**src/rtl/vec_cordic_angle_gen.sv**
```systemverilog
// Pipelined vectoring-mode CORDIC. It emits the direction word and the K-scaled magnitude, and has 4 register stages.
// Optional build macro VEC_ANGLE_ROUND_EN: round-half-up on the X_o scaling (default truncates).
module vec_cordic_angle_gen #(
  parameter int BITWIDTH   = 18,
  parameter int CORDIC_NUM = 14
) (
  input  logic                       clk,
  input  logic                       rst_n,
  input  logic                       valid_i,
  input  logic signed [BITWIDTH-1:0] X_i,
  input  logic signed [BITWIDTH-1:0] Y_i,
  output logic                       valid_o,
  output logic [CORDIC_NUM-1:0]      d_o,
  output logic signed [BITWIDTH-1:0] X_o,
  output logic signed [BITWIDTH-1:0] Y_o
);
  localparam int PIPE_NUM = 4;
  localparam int W        = BITWIDTH + 2;
  localparam int PW       = BITWIDTH + 17;
  localparam int S1_K     = 4;
  localparam int S2_K     = 9;
  localparam logic signed [14:0] K_SCALE = 15'b010011011011101;

  logic [PIPE_NUM-1:0]        vld_q;
  logic signed [W-1:0]        x0_q, y0_q, x1_q, y1_q, x2_q, y2_q;
  logic [S1_K-1:0]            d0_q;
  logic [S2_K-1:0]            d1_q;
  logic [CORDIC_NUM-1:0]      d2_q, do_q;
  logic signed [BITWIDTH-1:0] xo_q, yo_q;
  logic [CORDIC_NUM-1:0]      dc;
  logic signed [W-1:0]        x_in, y_in;
  logic signed [PW-1:0]       prod, prod_adj;

  assign x_in = {{2{X_i[BITWIDTH-1]}}, X_i};
  assign y_in = {{2{Y_i[BITWIDTH-1]}}, Y_i};

  // One micro-rotation per iteration; stage boundaries re-source from the registers.
  genvar k;
  for (k = 0; k < CORDIC_NUM; k++) begin : g_it
    logic signed [W-1:0] xa, ya, xn, yn;
    if (k == 0) begin : g_src
      assign xa = x_in;
      assign ya = y_in;
    end else if (k == S1_K) begin : g_src
      assign xa = x0_q;
      assign ya = y0_q;
    end else if (k == S2_K) begin : g_src
      assign xa = x1_q;
      assign ya = y1_q;
    end else begin : g_src
      assign xa = g_it[k-1].xn;
      assign ya = g_it[k-1].yn;
    end
    assign dc[k] = ya[W-1];
    assign xn = ya[W-1] ? xa - (ya >>> k) : xa + (ya >>> k);
    assign yn = ya[W-1] ? ya + (xa >>> k) : ya - (xa >>> k);
  end

  assign prod = PW'(x2_q) * PW'(K_SCALE);
`ifdef VEC_ANGLE_ROUND_EN
  assign prod_adj = prod + PW'(8192);
`else
  assign prod_adj = prod;
`endif

  always_ff @(posedge clk or negedge rst_n) begin
    if (!rst_n) begin
      vld_q <= '0;
      x0_q  <= '0;  y0_q <= '0;  d0_q <= '0;
      x1_q  <= '0;  y1_q <= '0;  d1_q <= '0;
      x2_q  <= '0;  y2_q <= '0;  d2_q <= '0;
      xo_q  <= '0;  yo_q <= '0;  do_q <= '0;
    end else begin
      vld_q <= {vld_q[PIPE_NUM-2:0], valid_i};
      if (valid_i) begin
        x0_q <= g_it[S1_K-1].xn;
        y0_q <= g_it[S1_K-1].yn;
        d0_q <= dc[S1_K-1:0];
      end
      if (vld_q[0]) begin
        x1_q <= g_it[S2_K-1].xn;
        y1_q <= g_it[S2_K-1].yn;
        d1_q <= {dc[S2_K-1:S1_K], d0_q};
      end
      if (vld_q[1]) begin
        x2_q <= g_it[CORDIC_NUM-1].xn;
        y2_q <= g_it[CORDIC_NUM-1].yn;
        d2_q <= {dc[CORDIC_NUM-1:S2_K], d1_q};
      end
      if (vld_q[2]) begin
        xo_q <= BITWIDTH'(prod_adj >>> 14);
        yo_q <= BITWIDTH'(y2_q);
        do_q <= d2_q;
      end
    end
  end

  assign valid_o = vld_q[PIPE_NUM-1];
  assign d_o     = do_q;
  assign X_o     = xo_q;
  assign Y_o     = yo_q;
endmodule

```
**config.mk**
```make
export PLATFORM = sky130hd
export DESIGN_NAME = vec_cordic_angle_gen
export DESIGN_NICKNAME = d
export VERILOG_FILES = /design/src/rtl/vec_cordic_angle_gen.sv
export SDC_FILE = /design/constraint.sdc
export NUM_CORES = 2
export LEC_CHECK = 0
export BUFFER_PORTS_ARGS = -buffer_cell sky130_fd_sc_hd__buf_4
export CORE_ASPECT_RATIO = 1.1
export CORE_MARGIN = 5
export CORE_UTILIZATION = 50
export DETAILED_ROUTE_END_ITERATION = 16
export PLACE_DENSITY = 0.66
export RECOVER_POWER = 50
export SLEW_MARGIN = 40
export SYNTH_ARGS = -nofsm -noshare
export SYNTH_HDL_FRONTEND = slang
export SYNTH_SLANG_ARGS = --single-unit
```
**constraint.sdc**
```tcl
create_clock -name clk -period 23 [get_ports clk]
set_input_delay 1.15 -clock clk [delete_from_list [all_inputs] [get_ports clk]]
set_output_delay 1.15 -clock clk [all_outputs]
set_load 0.02 [all_outputs]
```
==> reports/results.txt <==
critical-path maximum fanout - 23
final setup fails - 0
fill count - 8697
Hold Slack - 494 ps
slew margin rel. - -210%
Slew @ Worst Pin - 4650 ps
Yosys cell types - 104
cells after synthesis - 5739
post-cts hold buffer count - 0
Vias/cell - 5.86
Slowest-stage cell, CP - nand2_1
crit start category - flop
maxcap violations - 7
share of layout cells above drive strength 1 - 6.85%
Cell Area, Synth - 0.0456 sq mm
most frequent CP cell - o21ai_0
first-pass GRT wire length - 205000 um
Synth async-reset ratio - 100%
Die ar. - 0.0973 sq mm
CTS Buf Count - 17
largest net degree at the start of global routing - 78
Multi-input gate area - 0.0381 sq mm
CTS root buf - clkbuf_16
final slew viol count - 378
WP data required - 23430 ps
routed wire length - 126000 um
CTS tree - built
syn_area_per_cell - 7.94 sq um
post-synth top area share - 19.2%
highest metal used - met5
routed wl met3 - 4070 um
Area Overhead vs Synth - 5.70%
Yosys reg bits - 199
nets - 6654
Clock Skew - 24.5 ps
GPL Wtd Cong - 0.934
total I/O pin count - 90
yosys warns - 0
Hold WC Path Type - flop to flop
core area - 0.0907 sq mm
Max Fclk - 55.1 MHz
Wirelength per Cell - 18.2 um
Sink Count - 199
postcts setup bufs - 0
Final Hold Fails - 0
vias in the first global route - 39584
top cells by area, synth - ha_1 19%, dfrtp_1 11%, xnor2_1 8.4%
clock-pin slew on the worst setup and hold paths - 80 ps
failing checks - capacitance limit, slew limit
peak per-stage delay on the critical path - 550 ps
Rows - 116
Tcrit/Tclk final - 78.9%
CP Capture Type - flop
H-tree depth - 4
initial DRC count - 2335
# resized after CTS - 0
dominant synthesized flop cell - dfrtp_1
family with the most delay on the worst path - compound AO/OA/AOI/OAI gates
clock latency on the worst-skew pair - 530 ps
Routed Antenna Nets - 0
setup TNS - 0 ps
First-pass DRT Iterations - 5
die span in y - 327 um
wire length on met1 - 55200 um
hpwl dp - 106000 um
Post-synth EDFFs - 0
residual DRC count - 0
RSZ-0062 raised after global routing - false
r2r setup slk - 4850 ps
via count - 40689
kind of critical path - flop to flop
grt total ovfl - 0
initial antenna violation count - 4
sequential-to-total area share from yosys stat - 10.9%
top cells by instance count after synthesis - 698 x ha_1, 568 x inv_1, 457 x nor2_1
area leader, netlist - ha_1
syn_nets - 6637
met2 WL - 63300 um
Port Buffer Count - 89
Total GRT Usage - 25.4%
register area - 0.00498 sq mm
clock buffer depth - 2
Initial Util - 50.2%
Worst EP arrival - 18580 ps
post-layout min period - 18150 ps
diodes inserted - 0
Critical path buffers and inverters - 1
most common cell in the synthesized netlist - ha_1
status - complete, but fails checks
Die W - 298 um
-- flip-flops by register name, indices dropped and copies added (netlist names) --
name and cells:
d_o 14, Y_o 18, g_it.xa 40, d1_q 9
d2_q 14, y2_q 18, X_o 18, g_it.ya 40
d0_q 4, vld_q 4, x2_q 20
-- worst min-delay path, stage by stage, from the launching register on --
cell	delay [ps]
dfrtp_1	350
nand2_1	60
o31ai_1	50
-- final timing paths --
check / start / end / cells after the start
hold reg to reg: y2_q[8] / y2_q[8] / 2
setup / recovery: g_it[9].xa[14] / y2_q[17] / 66
hold / removal: y2_q[8] / y2_q[8] / 2
min in group asynchronous: rst_n / g_it[9].xa[3] / 1
setup reg to reg: g_it[9].xa[14] / y2_q[17] / 66
max in group asynchronous: rst_n / X_o[3] / 2
-- cells in the final DEF, fill, tap and decap left out, types with 65 or more instances in the layout --
master | Yosys | routed
a21o_1 | 159 | 159
a21oi_1 | 421 | 421
buf_4 | 0 | 109
dfrtp_1 | 199 | 195
fa_1 | 161 | 161
ha_1 | 698 | 698
inv_1 | 568 | 567
mux2_2 | 147 | 146
nand2_1 | 354 | 354
nand2b_1 | 65 | 65
nand3_1 | 76 | 76
nor2_1 | 457 | 457
nor2b_1 | 70 | 70
nor3_1 | 170 | 170
o21a_1 | 111 | 111
o21ai_0 | 305 | 305
o21bai_1 | 69 | 69
o31ai_1 | 73 | 73
or3_1 | 77 | 77
xnor2_1 | 439 | 436
xor2_1 | 225 | 224
-- layout make-up --
type                            instances  area share [%]
Clock inverter                         15           0.426
Clock buffer                           17           0.883
Timing Repair Buffer                  118            1.77
Multi-Input combinational cell       4845            79.0
Sequential cell                       199            10.3
Inverter                              575            4.48
Tap cell                             1180            3.07
-- per-stage QoR --
stage	instance area (sq um)	instances	worst slack, ps	util (%)
4_1_cts	48100	6947	4740	53.1
2_1_floorplan	45600	5739	7470	-
5_1_grt	48200	6949	3150	53.1
3_5_place_dp	47500	6915	4820	52.4
6_report	48200	6949	4850	53.1
3_3_place_gp	47500	6915	5210	52.3
-- cells by family after synthesis --
kind of cell | count (synthesis) | share of synthesized area, %
xor gates and xnor gates | 678 | 13.3
AOI/OAI and AO/OA | 1575 | 22.7
buffers and inverters | 695 | 5.76
adders and majority gates | 859 | 26.2
muxes | 165 | 4.03
and+or+nand+nor | 1568 | 17.0
DFF | 199 | 10.9
-- metal layers --
| layer | GRT usage (%) | up-vias |
|---|---|---|
| li1 | - | 20482 |
| met1 | 31.5 | 19234 |
| met2 | 47.0 | 780 |
| met3 | 2.23 | 191 |
| met4 | 7.48 | 2 |
| met5 | 0 | - |
Power is not shown: default switching activity piles up to over one toggle a cycle in this logic, so the estimate is an artifact.
